**src/rtl/piso_pkg.sv**
```systemverilog
// piso_pkg -- shared definitions for the piso_tx serialiser.
//   state_t / IDLE / SHIFT : FSM state encoding of the transmitter
//   DEFAULT_WIDTH          : default parallel word length
//   cnt_width()            : bit-counter width for a given word length
package piso_pkg;

  typedef logic [0:0] state_t;

  localparam state_t IDLE  = 1'b0;
  localparam state_t SHIFT = 1'b1;

  localparam int DEFAULT_WIDTH = 4;

  // Counter must hold WIDTH-1; never narrower than one bit.
  function automatic int cnt_width(input int width);
    return (width <= 2) ? 1 : $clog2(width);
  endfunction

endpackage

```
**src/rtl/piso_bit_cnt.sv**
```systemverilog
// piso_bit_cnt -- down-counter tracking the bits still to follow the one on q.
//   clk, reset : clock and asynchronous active-high reset
//   load       : reload to WIDTH-1 (takes priority over dec)
//   dec        : decrement by one, saturating at zero
//   cnt        : current count
//   zero       : count is zero (current bit is the final one)
module piso_bit_cnt
  import piso_pkg::*;
#(
  parameter int  WIDTH = DEFAULT_WIDTH,
  localparam int CW    = cnt_width(WIDTH)
) (
  input  logic          clk,
  input  logic          reset,
  input  logic          load,
  input  logic          dec,
  output logic [CW-1:0] cnt,
  output logic          zero
);

  assign zero = (cnt == '0);

  always_ff @(posedge clk or posedge reset) begin
    if (reset) begin
      cnt <= '0;
    end else if (load) begin
      cnt <= CW'(WIDTH - 1);
    end else if (dec && !zero) begin
      cnt <= cnt - 1'b1;
    end
  end

endmodule

```
**src/rtl/piso_tx.sv**
```systemverilog
// piso_tx -- parallel-in / serial-out transmitter, MSB first, with a
// valid/ready load handshake and gap-free back-to-back words.
//   clk, reset  : clock and asynchronous active-high reset
//   din         : parallel word to send
//   load_valid  : din holds a word to send
//   load_ready  : word accepted this cycle when load_valid is also high
//   q           : serial data (IDLE_LEVEL when nothing is sent)
//   q_valid     : q carries a data bit
//   last        : q carries the LSB of the word
//   busy        : a word is being shifted out
module piso_tx
  import piso_pkg::*;
#(
  parameter int   WIDTH      = DEFAULT_WIDTH,
  parameter logic IDLE_LEVEL = 1'b0,
  localparam int  CW         = cnt_width(WIDTH)
) (
  input  logic             clk,
  input  logic             reset,
  input  logic [WIDTH-1:0] din,
  input  logic             load_valid,
  output logic             load_ready,
  output logic             q,
  output logic             q_valid,
  output logic             last,
  output logic             busy
);

  state_t          state;
  logic [WIDTH-1:0] sreg;
  logic [CW-1:0]   cnt;
  logic            cnt_zero;
  logic            cnt_one;
  logic            xfer;

  // last is only ever high in SHIFT on the final bit, so it doubles as
  // the "can take the next word" condition while shifting.
  assign load_ready = (state == IDLE) || last;
  assign xfer       = load_valid && load_ready;
  assign cnt_one    = (cnt == CW'(1));

  // Count = number of bits still to follow the bit currently on q.
  piso_bit_cnt #(
    .WIDTH (WIDTH)
  ) u_bit_cnt (
    .clk   (clk),
    .reset (reset),
    .load  (xfer),
    .dec   (state == SHIFT),
    .cnt   (cnt),
    .zero  (cnt_zero)
  );

  always_ff @(posedge clk or posedge reset) begin
    if (reset) begin
      state   <= IDLE;
      sreg    <= '0;
      q       <= IDLE_LEVEL;
      q_valid <= 1'b0;
      last    <= 1'b0;
      busy    <= 1'b0;
    end else if (xfer) begin
      // MSB goes straight to q; the register keeps the remaining bits
      // left-aligned so the next bit is always sreg[WIDTH-1].
      state   <= SHIFT;
      q       <= din[WIDTH-1];
      sreg    <= {din[WIDTH-2:0], 1'b0};
      q_valid <= 1'b1;
      last    <= 1'b0;
      busy    <= 1'b1;
    end else if ((state == SHIFT) && !cnt_zero) begin
      q    <= sreg[WIDTH-1];
      sreg <= {sreg[WIDTH-2:0], 1'b0};
      last <= cnt_one;
    end else begin
      state   <= IDLE;
      q       <= IDLE_LEVEL;
      q_valid <= 1'b0;
      last    <= 1'b0;
      busy    <= 1'b0;
    end
  end

endmodule
```
**config.mk**
```make
export PLATFORM = sky130hd
export DESIGN_NAME = piso_tx
export DESIGN_NICKNAME = d
export VERILOG_FILES = /design/src/rtl/piso_pkg.sv /design/src/rtl/piso_bit_cnt.sv /design/src/rtl/piso_tx.sv
export SDC_FILE = /design/constraint.sdc
export NUM_CORES = 1
export LEC_CHECK = 0
export ABC_CLOCK_PERIOD_IN_PS = 2500
export CAP_MARGIN = 5
export CORE_AREA = 2 2 39 41
export CTS_CLUSTER_SIZE = 40
export DETAILED_ROUTE_END_ITERATION = 12
export DIE_AREA = 0 0 41 43
export PLACE_DENSITY = 0.66
export REMOVE_ABC_BUFFERS = 1
export SETUP_SLACK_MARGIN = 0.5
export SLEW_MARGIN = 20
export SYNTH_ARGS = -nofsm -noshare
export SYNTH_HDL_FRONTEND = slang
export SYNTH_SLANG_ARGS = --single-unit
```
**constraint.sdc**
```tcl
create_clock -name clk -period 2.5 [get_ports clk]
set_clock_uncertainty 0.05 [all_clocks]
set_input_delay 0.5 -clock clk [delete_from_list [all_inputs] [get_ports clk]]
set_output_delay 0.5 -clock clk [all_outputs]
set_load 0.1 [all_outputs]
```
==> impl_metrics.toml <==
[outcome]
status = "complete, no violations"

[layout]
fillCellCount = 143
drive_gt1_share_pct = 34.8
diodes = 0
fin_nets = 57
syn_to_final_growth_pct = 33.8
instances_no_fill = 62

[timing]
maxSlewHeadroom_pct = 79.8
period_minus_slack_ns = 1.69
fmaxAchievable_mhz = 593
worstMarginPinSlew_ns = 0.302
tns_ns = 0
final_max_slew_viol_count = 0
min_period_over_period_pct = 67.4
setup_viol = 0
rsz0062_at_grt = "no"
hold_viol_final = 0

[setup_path]
crit_type = "reg -> out"
required_ns = 1.95
worstSetupStartpointType = "register"
critical_path.max_stage_delay_ns = 0.43
path_cells = "nand2b_1 > buf_4"
worstPathArrival_ns = 1.14
crit_path_top_delay_cell = "dfrtp_1"
crit_fanout = 5
endpoint_kind = "output port"

[global_route]
grt_max_degree = 9
grt-ovfl-total = 0
grt_pass1_vias = 265
grt_usage_pct = 9.79
grt_antenna_before_repair = 0
grt_pass1_wl_um = 1080

[synthesis]
synthCells = 33
ys.warnings.count = 0
syn_area_sq_um = 393
yosys.area.top_type = "dfrtp_1"
synth_area_leaders = "dfrtp_1 51%, mux2_4 11%, ha_1 6.4%, and3_1 4.8%, a31o_2 4.5%"
synth_seq_area_share_pct = 51.0
avgSynthCellArea_sq_um = 11.9
ys_types = 15
ys_seq_elements = 8
yosysTopAreaCellShare_pct = 51.0

[routing]
wl_um = 668
drcViolationCount = 0
dr.pass1.iters = 4
ant_nets = 0
via_per_inst = 4.65
wl_per_cell_um = 10.8
first_iter_violations = 1
num_vias = 288

[clocking]
h-tree-depth = 1
cts.sinks = 8
insertion_delay_ns = 0.25
postCtsHoldBufs = 0
cts_tree = "done"
clock_path_buffers = 2
cts_resized = 0
clk_transition_reported_paths_ns = 0.05
cts-buffers-inserted = 3
cts_root_buffer = "clkbuf_4"
post_cts_buffers = 0

[placed_design]
gp_congestion = 0.676
dp_hpwl_um = 502
placedCellCount = 59
place.port_buffers = 11

[floorplan]
dieArea_sq_mm = 0.00176
die_h_um = 43
fp.dieW_um = 41
initial_core_util_pct = 28.4
ios = 12
rows = 14
core_sq_mm = 0.00138

[run]
cap_violations = 0

[min_path]
hold_class = "in -> async"
[final timing paths]
check / startpoint / end / slack [ns] / cells after the start
worst max-delay path: state / load_ready / 0.81 / 2
worst max register to register: u_bit_cnt.cnt[0] / sreg[3] / 0.89 / 5
worst min-delay path: reset / last / 0.44 / 2
max in group asynchronous: reset / q / 1.73 / 2
worst min register to register: u_bit_cnt.cnt[1] / u_bit_cnt.cnt[1] / 0.47 / 2
min in group clk: u_bit_cnt.cnt[1] / u_bit_cnt.cnt[1] / 0.47 / 2
[flip-flops by register name (all words and copies together) (netlist names)]
register,cells
q,1
u_bit_cnt.cnt,2
sreg,3
last,1
state,1
[cells in the mapped netlist]
master	n
nand2b_1	1
a31o_2	2
and3_1	3
buf_4	1
nor2_1	2
o21ai_1	1
nand2b_2	1
mux2_2	1
inv_1	3
ha_1	2
mux2_4	3
nand2_1	3
and2b_4	1
dfrtp_1	8
o211ai_1	1
[worst max-delay path, delay by kind of cell (launching register included)]
family / cells / cell delay (ns)
buf+inv: 1 / 0.31
simple gates: 1 / 0.15
flops: 1 / 0.43
[routing by layer]
layer	routed length, um	GRT usage (%)
met5	0	0
met4	21	10.0
met3	66	3.14
met2	305	13.4
met1	275	10.8
[kinds of logic (layout without fill, tap and decap cells)]
group                    after synthesis  after routing  share of synthesized area (%)
AND/OR/NAND/NOR                       11             11                           15.9
AO/OA/AOI/OAI                          4              4                           7.64
buffers and inverters                  4             17                           4.78
adder cells (fa/ha/maj)                2              2                           6.37
multiplexers                           4              4                           14.3
flip-flops                             8              8                           51.0
[per-stage QoR]
step	hold WS [ns]	setup slack [ns]	utilization, %	instance area [sq um]
floorplan	0.266	-1.16	-	385
CTS	0.449	0.789	38.0	526
global placement	0.449	0.812	36.3	503
global route	0.464	0.738	38.0	526
detailed placement	0.454	0.788	36.3	503
finish	0.437	0.815	38.0	526
[cells in the final DEF (no fill, tap or decap)]
cell,instances
nand2b_1,1
nand2_1,3
and3_1,3
o21ai_1,1
clkdlybuf4s50_1,6
ha_1,2
mux2_4,3
and2b_4,1
nand2b_2,1
buf_4,5
dfrtp_1,8
inv_1,3
nor2_1,2
a31o_2,2
o211ai_1,1
mux2_2,1
clkbuf_4,3
[cell type report]
class                   count  area [sq um]  share of cell area, %
repair buffers             11          97.6                   18.6
flip-flops and latches      8           200                   38.1
clock buffers               3          22.5                   4.29
multi-input cells          21           174                   33.1
well taps                  16          20.0                   3.81
inverters                   3          11.3                   2.14
Power is not shown: default switching activity piles up to over one toggle a cycle in this logic, so the estimate is an artifact.
